`src/rtl/vram_pkg.sv`:
```
// vram_pkg
// Shared types and width constants for the VRAM arbiter slice.
//   slot_owner_t : owner of the current SRAM slot
//   host_cmd_t   : one buffered host command (write flag, address, data)
//   hostOwner()  : maps a host command onto the slot owner that executes it
package vram_pkg;

  localparam int VRAM_ADDR_WIDTH      = 17;
  localparam int VRAM_DATA_WIDTH      = 8;
  localparam int VRAM_HOST_FIFO_DEPTH = 4;

  typedef enum logic [1:0] {
    SLOT_IDLE,
    SLOT_VIDEO,
    SLOT_HOST_READ,
    SLOT_HOST_WRITE
  } slot_owner_t;

  typedef struct packed {
    logic                       write;
    logic [VRAM_ADDR_WIDTH-1:0] address;
    logic [VRAM_DATA_WIDTH-1:0] data;
  } host_cmd_t;

  function automatic slot_owner_t hostOwner(input host_cmd_t cmd);
    return cmd.write ? SLOT_HOST_WRITE : SLOT_HOST_READ;
  endfunction

endpackage

```
`src/rtl/host_cmd_fifo.sv`:
```
// host_cmd_fifo
// Small synchronous FIFO holding host commands in arrival order.
// Ports:
//   clock     : system clock
//   reset     : asynchronous, active-low; empties the FIFO
//   i_push    : write i_pushCmd (ignored when full)
//   i_pushCmd : command to store
//   i_pop     : drop the head entry (ignored when empty)
//   o_headCmd : oldest stored command
//   o_count   : number of stored commands
//   o_full    : count == DEPTH
//   o_empty   : count == 0
module host_cmd_fifo
  import vram_pkg::*;
#(
  parameter int DEPTH = VRAM_HOST_FIFO_DEPTH
) (
  input  logic                   clock,
  input  logic                   reset,
  input  logic                   i_push,
  input  host_cmd_t              i_pushCmd,
  input  logic                   i_pop,
  output host_cmd_t              o_headCmd,
  output logic [$clog2(DEPTH):0] o_count,
  output logic                   o_full,
  output logic                   o_empty
);

  localparam int PTR_W = $clog2(DEPTH);
  localparam int CNT_W = PTR_W + 1;

  host_cmd_t          r_entries [DEPTH];
  logic [PTR_W-1:0]   r_wrPtr;
  logic [PTR_W-1:0]   r_rdPtr;
  logic [CNT_W-1:0]   r_count;
  logic               w_doPush;
  logic               w_doPop;

  assign o_full    = (r_count == CNT_W'(DEPTH));
  assign o_empty   = (r_count == '0);
  assign o_count   = r_count;
  assign o_headCmd = r_entries[r_rdPtr];

  // A full FIFO refuses pushes even when a pop happens in the same cycle,
  // which keeps the acceptance decision purely on the registered count.
  assign w_doPush = i_push && !o_full;
  assign w_doPop  = i_pop && !o_empty;

  // Storage needs no reset: flushing is done by clearing the pointers.
  always_ff @(posedge clock) begin
    if (w_doPush) begin
      r_entries[r_wrPtr] <= i_pushCmd;
    end
  end

  // Pointers wrap naturally because DEPTH is a power of two.
  always_ff @(posedge clock or negedge reset) begin
    if (!reset) begin
      r_wrPtr <= '0;
      r_rdPtr <= '0;
      r_count <= '0;
    end else begin
      if (w_doPush) begin
        r_wrPtr <= r_wrPtr + PTR_W'(1);
      end
      if (w_doPop) begin
        r_rdPtr <= r_rdPtr + PTR_W'(1);
      end
      case ({w_doPush, w_doPop})
        2'b10:   r_count <= r_count + CNT_W'(1);
        2'b01:   r_count <= r_count - CNT_W'(1);
        default: r_count <= r_count;
      endcase
    end
  end

endmodule

```
`src/rtl/vram_arbiter.sv`:
```
// vram_arbiter
// Time-multiplexes one external 8-bit SRAM between VGA scanout and a host
// port. The clock runs at twice the pixel rate; every clock edge starts a
// one-cycle slot. Slots started while phase==0 belong to video, slots
// started while phase==1 belong to the host; a video slot with no video
// request is handed to the host instead.
// Ports:
//   clock, reset                       : clock, async active-low reset
//   videoRequest/videoAddress          : scanout fetch request
//   videoData/videoDataReady           : fetched byte + one-cycle strobe
//   hostRequestValid/Ready, hostWrite,
//   hostAddress, hostWriteData         : host command handshake
//   hostReadData/hostReadValid         : host read result + strobe
//   ramAddress, ramDataIn, ramDataOut,
//   ramDataOutEnable, ramOutputEnableN,
//   ramWriteEnableN                    : registered SRAM pins
module vram_arbiter
  import vram_pkg::*;
#(
  parameter int ADDR_WIDTH      = VRAM_ADDR_WIDTH,
  parameter int DATA_WIDTH      = VRAM_DATA_WIDTH,
  parameter int HOST_FIFO_DEPTH = VRAM_HOST_FIFO_DEPTH
) (
  input  logic                  clock,
  input  logic                  reset,
  input  logic                  videoRequest,
  input  logic [ADDR_WIDTH-1:0] videoAddress,
  output logic [DATA_WIDTH-1:0] videoData,
  output logic                  videoDataReady,
  input  logic                  hostRequestValid,
  output logic                  hostRequestReady,
  input  logic                  hostWrite,
  input  logic [ADDR_WIDTH-1:0] hostAddress,
  input  logic [DATA_WIDTH-1:0] hostWriteData,
  output logic [DATA_WIDTH-1:0] hostReadData,
  output logic                  hostReadValid,
  output logic [ADDR_WIDTH-1:0] ramAddress,
  input  logic [DATA_WIDTH-1:0] ramDataIn,
  output logic [DATA_WIDTH-1:0] ramDataOut,
  output logic                  ramDataOutEnable,
  output logic                  ramOutputEnableN,
  output logic                  ramWriteEnableN
);

  localparam int FIFO_COUNT_W = $clog2(HOST_FIFO_DEPTH) + 1;

  // Slot bookkeeping
  logic                    r_phase;
  slot_owner_t             r_owner;
  slot_owner_t             w_nextOwner;

  // SRAM pin registers and their next values
  logic [ADDR_WIDTH-1:0]   r_ramAddress;
  logic [DATA_WIDTH-1:0]   r_ramDataOut;
  logic                    r_ramDataOutEnable;
  logic                    r_ramOutputEnableN;
  logic                    r_ramWriteEnableN;
  logic [ADDR_WIDTH-1:0]   w_nextAddress;
  logic [DATA_WIDTH-1:0]   w_nextDataOut;
  logic                    w_nextDataOutEnable;
  logic                    w_nextOutputEnableN;
  logic                    w_nextWriteEnableN;

  // Response registers
  logic [DATA_WIDTH-1:0]   r_videoData;
  logic                    r_videoDataReady;
  logic [DATA_WIDTH-1:0]   r_hostReadData;
  logic                    r_hostReadValid;

  // Host command FIFO
  host_cmd_t               w_pushCmd;
  host_cmd_t               w_headCmd;
  logic [FIFO_COUNT_W-1:0] w_fifoCount;
  logic                    w_fifoFull;
  logic                    w_fifoEmpty;
  logic                    w_hostPush;
  logic                    w_fifoPop;

  assign w_pushCmd.write   = hostWrite;
  assign w_pushCmd.address = VRAM_ADDR_WIDTH'(hostAddress);
  assign w_pushCmd.data    = VRAM_DATA_WIDTH'(hostWriteData);

  // Ready and full both derive from the registered FIFO count, so gating
  // the push on !full is the same as gating it on ready.
  assign hostRequestReady = (w_fifoCount < FIFO_COUNT_W'(HOST_FIFO_DEPTH));
  assign w_hostPush       = hostRequestValid && !w_fifoFull;

  host_cmd_fifo #(
    .DEPTH(HOST_FIFO_DEPTH)
  ) u_hostFifo (
    .clock     (clock),
    .reset     (reset),
    .i_push    (w_hostPush),
    .i_pushCmd (w_pushCmd),
    .i_pop     (w_fifoPop),
    .o_headCmd (w_headCmd),
    .o_count   (w_fifoCount),
    .o_full    (w_fifoFull),
    .o_empty   (w_fifoEmpty)
  );

  // Owner selection for the slot that starts at the next edge, plus the pin
  // values that slot needs. Pins default to an idle slot with the address
  // and write data held, so a released write leaves no drive behind.
  always_comb begin
    w_nextOwner         = SLOT_IDLE;
    w_fifoPop           = 1'b0;
    w_nextAddress       = r_ramAddress;
    w_nextDataOut       = r_ramDataOut;
    w_nextDataOutEnable = 1'b0;
    w_nextOutputEnableN = 1'b1;
    w_nextWriteEnableN  = 1'b1;

    if (!r_phase && videoRequest) begin
      w_nextOwner = SLOT_VIDEO;
    end else if (!w_fifoEmpty) begin
      w_nextOwner = hostOwner(w_headCmd);
      w_fifoPop   = 1'b1;
    end

    case (w_nextOwner)
      SLOT_VIDEO: begin
        w_nextAddress       = videoAddress;
        w_nextOutputEnableN = 1'b0;
      end
      SLOT_HOST_READ: begin
        w_nextAddress       = ADDR_WIDTH'(w_headCmd.address);
        w_nextOutputEnableN = 1'b0;
      end
      SLOT_HOST_WRITE: begin
        w_nextAddress       = ADDR_WIDTH'(w_headCmd.address);
        w_nextDataOut       = DATA_WIDTH'(w_headCmd.data);
        w_nextDataOutEnable = 1'b1;
        w_nextWriteEnableN  = 1'b0;
      end
      default: begin
      end
    endcase
  end

  // Slot register: phase toggles every clock and the chosen owner and pin
  // values are launched together at the slot start edge.
  always_ff @(posedge clock or negedge reset) begin
    if (!reset) begin
      r_phase            <= 1'b0;
      r_owner            <= SLOT_IDLE;
      r_ramAddress       <= '0;
      r_ramDataOut       <= '0;
      r_ramDataOutEnable <= 1'b0;
      r_ramOutputEnableN <= 1'b1;
      r_ramWriteEnableN  <= 1'b1;
    end else begin
      r_phase            <= ~r_phase;
      r_owner            <= w_nextOwner;
      r_ramAddress       <= w_nextAddress;
      r_ramDataOut       <= w_nextDataOut;
      r_ramDataOutEnable <= w_nextDataOutEnable;
      r_ramOutputEnableN <= w_nextOutputEnableN;
      r_ramWriteEnableN  <= w_nextWriteEnableN;
    end
  end

  // Slot end: a read slot captures the SRAM byte at the edge that closes
  // it and raises its strobe for exactly one cycle. Resetting r_owner
  // discards any read that was in flight.
  always_ff @(posedge clock or negedge reset) begin
    if (!reset) begin
      r_videoData      <= '0;
      r_videoDataReady <= 1'b0;
      r_hostReadData   <= '0;
      r_hostReadValid  <= 1'b0;
    end else begin
      r_videoDataReady <= (r_owner == SLOT_VIDEO);
      r_hostReadValid  <= (r_owner == SLOT_HOST_READ);
      if (r_owner == SLOT_VIDEO) begin
        r_videoData <= ramDataIn;
      end
      if (r_owner == SLOT_HOST_READ) begin
        r_hostReadData <= ramDataIn;
      end
    end
  end

  assign ramAddress       = r_ramAddress;
  assign ramDataOut       = r_ramDataOut;
  assign ramDataOutEnable = r_ramDataOutEnable;
  assign ramOutputEnableN = r_ramOutputEnableN;
  assign ramWriteEnableN  = r_ramWriteEnableN;
  assign videoData        = r_videoData;
  assign videoDataReady   = r_videoDataReady;
  assign hostReadData     = r_hostReadData;
  assign hostReadValid    = r_hostReadValid;

endmodule

```
`config.mk`:
```
export PLATFORM = sky130hd
export DESIGN_NAME = vram_arbiter
export DESIGN_NICKNAME = d
export VERILOG_FILES = /design/src/rtl/vram_pkg.sv /design/src/rtl/host_cmd_fifo.sv /design/src/rtl/vram_arbiter.sv
export SDC_FILE = /design/constraint.sdc
export NUM_CORES = 1
export LEC_CHECK = 0
export CORE_MARGIN = 10
export CORE_UTILIZATION = 41
export DETAILED_ROUTE_END_ITERATION = 8
export DONT_BUFFER_PORTS = 1
export HOLD_SLACK_MARGIN = 0.1
export PLACE_DENSITY_LB_ADDON = 0.05
export SLEW_MARGIN = 10
export SYNTH_ARGS = -nofsm -noshare
export SYNTH_HDL_FRONTEND = slang
export SYNTH_SLANG_ARGS = --single-unit
```
`constraint.sdc`:
```
create_clock -name clock -period 2.1 [get_ports clock]
set_input_delay 0.42 -clock clock [delete_from_list [all_inputs] [get_ports clock]]
set_output_delay 0.42 -clock clock [all_outputs]
set_load 0.01 [all_outputs]
```
### Word level (Yosys, flattened, before mapping)

Memories as Yosys holds them, arrays and structs flattened.
Cells that the tools add are included.

| storage, ports and cells | value |
|---|---|
| bits in writable memories | 104 |
| input port bits | 55 |
| memories kept | 1 |
| register bits | 56 |
| output and inout port bits | 47 |

Memory list:

| name | depth | width | rd ports | clocked after Yosys merged registers in | write ports | line | text |
|---|---|---|---|---|---|---|---|
| u_hostFifo.r_entries | 4 | 26 | 1 | 0 | 1 | host_cmd_fifo.sv:32 | `host_cmd_t r_entries [DEPTH];` |

| cells by class | value |
|---|---|
| bitwise logic cells | 1 |
| mux-type cells | 12 |
| eq/ne operators | 8 |
| order comparisons | 1 |
| reductions and logical operators | 12 |
| $add $sub $neg | 4 |

Operators with widths:

| kind | count |
|---|---|
| case mux 17 bit (2 select lines) | 1 |
| equality test 2 bit, second input constant | 4 |
| 2-to-1 mux 1 bit | 8 |
| equality test 2 x 1 -> 1 bit, second input constant | 3 |
| case mux 3 bit (2 select lines) | 1 |
| adder 2 x 1 -> 2 bit, second input constant | 2 |
| logical AND 1 bit | 4 |
| 2-to-1 mux 2 bit | 2 |
| nonzero test 2 bit | 2 |
| OR reduction 2 bit | 2 |
| adder 3 x 1 -> 3 bit, second input constant | 1 |
| equality test 3 bit, second input constant | 1 |
| logical NOT 1 bit | 3 |
| logical NOT 3 bit | 1 |
| less-than comparator 3 bit, second input constant | 1 |
| subtractor 3 x 1 -> 3 bit, second input constant | 1 |
| inverter 1 bit | 1 |

### Logic depth before layout (Yosys ltp)

Gate-level depths: netlist of run 1.
An unclocked memory read counts as a cell.

| depth | value |
|---|---|
| depth in word-level cells | 7 |
| depth in mapped cells | 10 |

### Modules after synthesis

Synthesis of run 1 repeated with hierarchy kept, for this count alone.

| unflattened totals | value |
|---|---|
| cell total of the unflattened synthesis | 319 |
| area, all modules | 6202.2 um^2 |

By module, submodules not included:

| module | cells an instance | area an instance (um^2) | seq. area each (um^2) | times used |
|---|---|---|---|---|
| host_cmd_fifo | 173 | 4226.6 | 3298.2 | 1 |
| vram_arbiter | 146 | 1975.6 | 1228.7 | 1 |

### Worst setup path before layout of run 1

Ideal clock, no wire load.

| timing path | value |
|---|---|
| path kind | register -> register |
| start point | register u_hostFifo.r_rdPtr[0] |
| end point | register r_ramDataOut[0], in the netlist ramDataOut[0] |
| setup time | 0.125 ns |
| clock period less this slack | 2.251 ns |
| stages on the path, launching flop included | 9 |
| path slack | -0.151 ns |
| required time | 1.975 ns |
| arrival | 2.126 ns |
| cell sequence | dfrtp_1 -> buf_6 -> buf_12 -> mux4_2 -> a21oi_2 -> inv_2 -> ha_1 -> clkbuf_1 -> mux2_4 |

| between the ends | value |
|---|---|
| word-level cells in the longest chain between the ends | 5 |

Ends and longest elaborated chain:

| what | line | text |
|---|---|---|
| start, declared | host_cmd_fifo.sv:34 | `logic [PTR_W-1:0] r_rdPtr;` |
| start signal, assigned | host_cmd_fifo.sv:67 | `r_rdPtr <= r_rdPtr + PTR_W'(1);` |
| memory (4 x 26 bit) | - |  |
| 2-to-1 mux 1 bit | vram_pkg.sv:26 | `return cmd.write ? SLOT_HOST_WRITE : SLOT_HOST_READ;` |
| 2-to-1 mux 2 bit | vram_arbiter.sv:116 | `end else if (!w_fifoEmpty) begin` |
| 2-to-1 mux 2 bit | vram_arbiter.sv:114 | `if (!r_phase && videoRequest) begin` |
| named net w_nextOwner[0] | vram_arbiter.sv:50 | `slot_owner_t w_nextOwner;` |
| equality test 2 bit | vram_arbiter.sv:121 | `case (w_nextOwner)` |
| end signal, assigned | vram_arbiter.sv:156 | `r_ramDataOut <= w_nextDataOut;` |
| end, declared | vram_arbiter.sv:54 | `logic [DATA_WIDTH-1:0] r_ramDataOut;` |

The timed path passes the listed nets, and every way through them passes these cells.
A chain may end at the register's enable or synchronous reset.

### Final worst setup path of run 1

| timing path | value |
|---|---|
| start point | register u_hostFifo.r_count[0], in the netlist u_hostFifo.o_count[0] |
| end point | register u_hostFifo.r_count[2], in the netlist u_hostFifo.o_count[2] |

| between the ends | value |
|---|---|
| word-level cells in the longest chain between the ends | 6 |

Ends and longest elaborated chain:

| what | line | text |
|---|---|---|
| start, declared | host_cmd_fifo.sv:35 | `logic [CNT_W-1:0] r_count;` |
| start signal, assigned | host_cmd_fifo.sv:70 | `2'b10: r_count <= r_count + CNT_W'(1);` |
| start signal, assigned | host_cmd_fifo.sv:71 | `2'b01: r_count <= r_count - CNT_W'(1);` |
| start signal, assigned | host_cmd_fifo.sv:72 | `default: r_count <= r_count;` |
| logical NOT 3 bit * | host_cmd_fifo.sv:40 | `assign o_empty = (r_count == '0);` |
| 2-to-1 mux 1 bit * | vram_arbiter.sv:116 |  |
| 2-to-1 mux 1 bit * | vram_arbiter.sv:114 |  |
| named net u_hostFifo.i_pop | host_cmd_fifo.sv:22 | `input logic i_pop,` |
| logical AND 1 bit * | host_cmd_fifo.sv:47 | `assign w_doPop = i_pop && !o_empty;` |
| equality test 2 x 1 -> 1 bit / equality test 2 bit (equally long branches) | host_cmd_fifo.sv:69 | `case ({w_doPush, w_doPop})` |
| case mux 3 bit (2 select lines) / nonzero test 2 bit (equally long branches) | - |  |

Mark *: on every way through the listed nets, which the timed path passes. The rest lies on a longest branch.

==> flow_summary.ini, run 1 <==
[outcome]
status = finished, final reports clean

[clock_tree]
cts_tree = done
cts-buffers-inserted = 17
cts_sinks = 160
h-tree-depth = 4
cts_root_buf = clkbuf_16
insertion_delay_ns = 0.42
clockBufferDepth = 2
cts.reportedPaths.clkPinSlew_ns = 0.06

[timing]
finalMaxSlewViolations = 0
slew_headroom_pct = 44.83
period_minus_slack_ns = 1.935
clock.fmax_mhz = 516.8
finalSetupViolations = 0
finalClockSkew_ns = 0.008718
hold_violations = 0
period_share_pct = 92.14
tightestPinTransition_ns = 0.8275
setup_tns_ns = 0
grt_setup_unrepaired = no

[routing]
vias = 3089
first_pass_iters = 4
avgRoutedWirePerCell_um = 21.67
drc_errors = 0
dr.first_iter.drc_count = 183
wl_um = 12760
final_antenna_net_count = 0
via_per_inst = 5.244

[grt]
grt.overflow.total = 0
grt_pass1_wl_um = 19700
grt.met1_usage_pct = 16.84
grt.busiest_layer = met2
met3_usage_pct = 5.214
use_met2_pct = 19.60
antenna_found_initial = 1
grt_start_max_net_pins = 57
grt_usage_pct = 13.05
grt_pass1_vias = 3292

[synth]
synth-edff-count = 104
synth_fa_ha_area_share_pct = 1.727
syn_inst = 342
yosys.area.top_type = edfxtp_1
synth.top_cell.area_share_pct = 50.12
synth.area.mux_share_pct = 15.04
synth-main-ff-cell = edfxtp_1
synth_top_family_by_area = multiplexers
ys_seq_area_share_pct = 72.65
yosysWarnings = 0
async_reset_ff_share_pct = 35.00
syn_nets = 405
synthSimpleGateAreaFrac_pct = 3.655
synth_compound_area_share_pct = 3.353
netlist_area_um2 = 6231
synth_seq_cells = 160
syn_area_per_cell_um2 = 18.22
synth_area_leaders = edfxtp_1 (50%), dfrtp_1 (22%), mux4_2 (6.5%)
synth_xor_area_share_pct = 0.8434
synthTopCellsByCount = edfxtp_1 (104), dfrtp_1 (54), mux4_2 (18), nand3_1 (18), nor2_1 (18)
synth_cell_type_count = 32
yosysMostFrequentCell = edfxtp_1

[setup_path]
crit_path_top_delay_cell = dfrtp_1
crit_type = register to register
critPathLaunchType = register
rr_startpoint = u_hostFifo.o_count[0]
path_common_cell = inv_1
end_kind = register
path_cells = or3_4, nand2_2, inv_1, ha_1, inv_1, fa_1, xor2_1, nor2_1, xnor2_1
timing.rr.end = u_hostFifo.o_count[2]
r2r_cells = 9
path_max_fanout = 5
reg2reg_slack_ns = 0.16
slowest_delay_ns = 0.43
cp_data_arrival_time_ns = 2.24
cp.required_ns = 2.41

[placed_design]
numPortBuffers = 0
dpl-instance-area_um2 = 6504
place_congestion = 0.6666
dpl.hpwl_um = 8131

[pwr]
leakagePower_nw = 2.767
p_comb_share_pct = 27.2
netSwitchingPower_w = 0.003313
p_clk_share_pct = 27.4
p_int_w = 0.007877
vdd_drop_max_uv = 748.4
p_per_area_nw_per_um2 = 1507
seq_power_share_pct = 45.4
switching_share_pct = 29.61

[cells_and_area]
syn2layout_area_growth_pct = 19.14
seq_area_um2 = 4528
multi_input_area_um2 = 1545
fin_util_pct = 49.38
final_cell_area_um2 = 7423
drive_gt1_share_pct = 24.50
layout.nets = 450
nFillCells = 1264

[floorplanning]
fp-row-count = 45
die_w_um = 143.3
dieArea_um2 = 20530
pin_count = 102
die_h_um = 143.3
initial_core_util_pct = 41.45
core_area_um2 = 15030

[worst_hold_path]
hold_path.class = primary input to register
hold_depth = 1
hold_path.startpoint = ramDataIn[5]
whs_endpoint = hostReadData[5]

[job]
maxCapViolCount = 0
cell type report:
type / count / area share (%)
multi-input cells: 149 / 20.82
repair buffers: 45 / 6.068
well taps: 188 / 3.169
inverters: 14 / 0.7079
flip-flops and latches: 160 / 61.00
clock buffers: 30 / 8.073
clock inverters: 2 / 0.1348
diodes: 1 / 0.03371
logic make-up (layout without fill, tap and decap cells):
group | count (synthesis) | count (layout)
multiplexers | 52 | 52
AND/OR/NAND/NOR | 47 | 47
other | 0 | 1
flip-flops | 160 | 160
XOR/XNOR | 6 | 6
adder cells (fa/ha/maj) | 8 | 8
buffers and inverters | 33 | 91
AO/OA/AOI/OAI | 36 | 36
through the flow:
step / hold WS, ns / setup slack (ns) / total power [W] / instances
floorplan: 0.1244 / 0.003047 / 0.007397 / 342
global placement: 0.1264 / 0.05631 / 0.008162 / 528
detailed placement: 0.1264 / 0.003623 / 0.008205 / 528
CTS: 0.1313 / 0.04320 / 0.01138 / 588
global route: 0.1255 / 0.005516 / 0.01189 / 588
finish: 0.1451 / 0.1650 / 0.01119 / 589
worst max-delay path by stage:
| stage | from | to | slack [ns] | cells after the start |
|---|---|---|---|---|
| floorplan | u_hostFifo.r_rdPtr[0] | ramDataOut[0] | 0.003 | 8 |
| global placement | u_hostFifo.o_count[0] | ramDataOut[3] | 0.06 | 5 |
| detailed placement | u_hostFifo.o_count[0] | ramDataOut[0] | 0.004 | 5 |
| CTS | u_hostFifo.o_count[0] | u_hostFifo.o_count[2] | 0.04 | 9 |
| global route | u_hostFifo.o_count[0] | u_hostFifo.o_count[2] | 0.006 | 9 |
| finish | u_hostFifo.o_count[0] | u_hostFifo.o_count[2] | 0.16 | 9 |
power by group through the flow:
stage	Sequential, W	Combinational, W	Clock (W)
global placement	0.00516	0.00301	0
finish	0.00508	0.00304	0.00307
floorplan	0.00497	0.00242	0
global route	0.00520	0.00338	0.00330
detailed placement	0.00518	0.00302	0
CTS	0.00512	0.00312	0.00314
cells in the final DEF, fill, tap and decap left out, types with 5 or more instances in the layout:
cell             n
a31oi_1         17
edfxtp_1       104
mux2_4           8
o21ai_0         17
buf_4           15
nor2_1          18
clkbuf_16       21
mux2_2          17
dfrtp_1         53
nand3_1         18
mux4_2          18
xnor2_1          5
inv_1           12
clkbuf_1         5
dlygate4sd3_1   27
ha_1             6
mux4_1           8
flip-flops by register name (all words and copies together) (netlist names):
register	count
hostReadData	8
hostReadValid	1
r_owner	2
r_phase	1
ramAddress	17
ramDataOut	8
ramDataOutEnable	1
ramOutputEnableN	1
ramWriteEnableN	1
u_hostFifo.o_count	3
u_hostFifo.r_entries	104
u_hostFifo.r_rdPtr	2
u_hostFifo.r_wrPtr	2
videoData	8
videoDataReady	1
critical path, delay by kind of cell (launching register included):
family,cells,cell delay [ns]
simple gates,3,0.60
buf+inv,2,0.15
flops,1,0.43
xor+xnor,2,0.27
fa+ha+maj,2,0.38
layer usage:
metal	share of wire [%]	vias to the layer above
li1	-	1404
met1	45	1581
met2	46	91
met3	7.0	13
met4	1.3	0
met5	0	-
what timing repair did:
| item | 4_1_cts | 5_1_grt |
|---|---|---|
| endpoints found under the hold margin | 160 | 0 |
| setup endpoints to repair | 8 | 2 |
| setup buffers | 0 | 0 |
| hold buffers | 28 | 0 |
| resized for setup | 1 | 2 |
Note: power is estimated with default switching activity, not from simulation.
==> run 2, diff against run 1 <==
--- a/config.mk
+++ b/config.mk
@@ -5,7 +5,7 @@
 export SDC_FILE = /design/constraint.sdc
 export NUM_CORES = 1
 export LEC_CHECK = 0
-export CORE_MARGIN = 10
+export CORE_MARGIN = 3
 export CORE_UTILIZATION = 41
 export DETAILED_ROUTE_END_ITERATION = 8
 export DONT_BUFFER_PORTS = 1
==> run 2 against run 1 <==
  * Register-to-register slack got worse by 0.02 ns
  * Sequential cell count stayed put
  * Total power rose by 1.0%
  * Sequential power barely moved
  * Die area shrank 19%
  * Maximum frequency down 1.0%
  * Final area grew 0.10%
  * Wire length shrank 3.8%
  * Cell count decreased by 0.68%
  * Critical path depth unchanged
  * Largest cell class unchanged
==> flow_summary.ini, run 2 (synthesized netlist as in run 1, its figures left out) <==
[timing]
clock.fmax_mhz = 511.6
tightestPinTransition_ns = 0.5356
period_share_pct = 93.08
finalClockSkew_ns = 0.007480
grt_setup_unrepaired = no
finalSetupViolations = 0
finalMaxSlewViolations = 0
setup_tns_ns = 0
slew_headroom_pct = 64.29
hold_violations = 0
period_minus_slack_ns = 1.955

[placed_design]
place_congestion = 0.6673
numPortBuffers = 0
dpl.hpwl_um = 7592

[outcome]
status = finished, final reports clean

[cells_and_area]
layout_commonest_cell = edfxtp_1
syn2layout_area_growth_pct = 19.26
insertedDiodeCount = 0
layout.nets = 451
drive_gt1_share_pct = 24.94
final_cell_mix = edfxtp_1 (104), dfrtp_1 (53), dlygate4sd3_1 (27)
top_register = u_hostFifo.r_entries
nFillCells = 1227
fin_util_pct = 50.55
largest_register_ffs = 104

[setup_path]
path_max_fanout = 5
crit_type = register to register
r2r_cells = 9
critPathLaunch = u_hostFifo.o_count[0]
end_kind = register
critPathLaunchType = register
cp.required_ns = 2.40
rr_startpoint = u_hostFifo.o_count[0]
timing.rr.end = u_hostFifo.o_count[2]
reg2reg_slack_ns = 0.15
cp_data_arrival_time_ns = 2.25

[clock_tree]
cts_root_buf = clkbuf_16
cts.reportedPaths.clkPinSlew_ns = 0.06
post_cts_buffers = 0
cts_sinks = 160
cts_tree = done
clockBufferDepth = 2
cts-buffers-inserted = 17
h-tree-depth = 4
insertion_delay_ns = 0.41

[grt]
grt_pass1_vias = 3324
grt_pass1_wl_um = 18990
grt_usage_pct = 15.55
antenna_found_initial = 1
grt_start_max_net_pins = 57
grt.overflow.total = 0

[pwr]
vdd_drop_max_uv = 712.0
p_per_area_nw_per_um2 = 1521
leakagePower_nw = 2.770

[routing]
wl_um = 12280
met2WireLength_um = 6065
dr.first_iter.drc_count = 202
via_per_inst = 5.330
drc_errors = 0
avgRoutedWirePerCell_um = 21.00
vias = 3118
dr.max_layer_used = met5
wl_met1_um = 5417
wl_met3_um = 588
final_antenna_net_count = 0
first_pass_iters = 4

[worst_hold_path]
hold_path.class = primary input to register
hold_depth = 1
whs_endpoint = hostReadData[5]
hold_path.startpoint = ramDataIn[5]

[floorplanning]
initial_core_util_pct = 42.39
dieArea_um2 = 16710
die_h_um = 129.3
die_w_um = 129.3
core_area_um2 = 14700
fp-row-count = 44
pin_count = 102

[job]
maxCapViolCount = 0
-- run 2: cell count changes in the layout (fill, tap and decap cells not counted), moves of 2 or more --
cell        previous run  this run
clkbuf_16             21        18
clkinvlp_4             0         2
clkbuf_8               4         2
bufinv_16              0         3
clkbuf_1               5         3
-- run 2: cell type report --
class,instances,area [um^2],share of cell area [%]
clock buffers,23,489.2,6.584
clock inverters,9,128.9,1.734
inverters,14,52.55,0.7072
multi-input cells,149,1544,20.78
flip-flops and latches,160,4528,60.94
well taps,184,230.2,3.098
repair buffers,46,457.9,6.163
-- run 2: per-layer routing --
metal / up-vias / track usage [%]
met3: 15 / 4.740
met1: 1620 / 19.77
li1: 1404 / -
met4: 2 / 5.744
met5: - / 0
met2: 77 / 25.34
-- run 2: where the power goes --
part           leakage (nW)  switching, W  internal [W]
Sequential             1.60      0.000671       0.00439
Clock                 0.299       0.00118       0.00200
Combinational         0.867       0.00149       0.00156
Total                  2.77       0.00335       0.00796
-- run 2: worst max-delay path by stage --
stage	end	slack, ns	cells past startpoint
2_1_floorplan	ramDataOut[0]	0.003	8
3_3_place_gp	ramDataOut[5]	0.1	5
3_5_place_dp	ramDataOut[1]	0.04	5
4_1_cts	ramDataOut[7]	0.02	5
5_1_grt	u_hostFifo.o_count[2]	0.05	9
6_report	u_hostFifo.o_count[2]	0.15	9
-- run 2: timing repair --
action                                 in CTS  in global routing
hold buffers                               28                  0
gates resized for setup                     0                  3
setup endpoints to repair                   0                 10
endpoints found under the hold margin     160                  0
-- run 2: stage by stage --
stage | setup slack, ns | total power, W | hold slack (ns) | instances | area [um^2]
after global routing | 0.04815 | 0.01198 | 0.1300 | 585 | 7431
final | 0.1454 | 0.01131 | 0.1593 | 585 | 7431
after global placement | 0.09899 | 0.008108 | 0.1258 | 525 | 6505
after floorplan | 0.003047 | 0.007397 | 0.1244 | 342 | 6241
after detailed placement | 0.04020 | 0.008171 | 0.1257 | 525 | 6505
after CTS | 0.02478 | 0.01148 | 0.1378 | 585 | 7421
-- run 2: worst max-delay path, stage by stage, from the launching register on --
cell and delay [ns]:
dfrtp_1 0.44, or3_4 0.42, nand2_2 0.11, inv_1 0.08, ha_1 0.20, inv_1 0.07, fa_1 0.17, xor2_1 0.15
nor2_1 0.07, xnor2_1 0.13
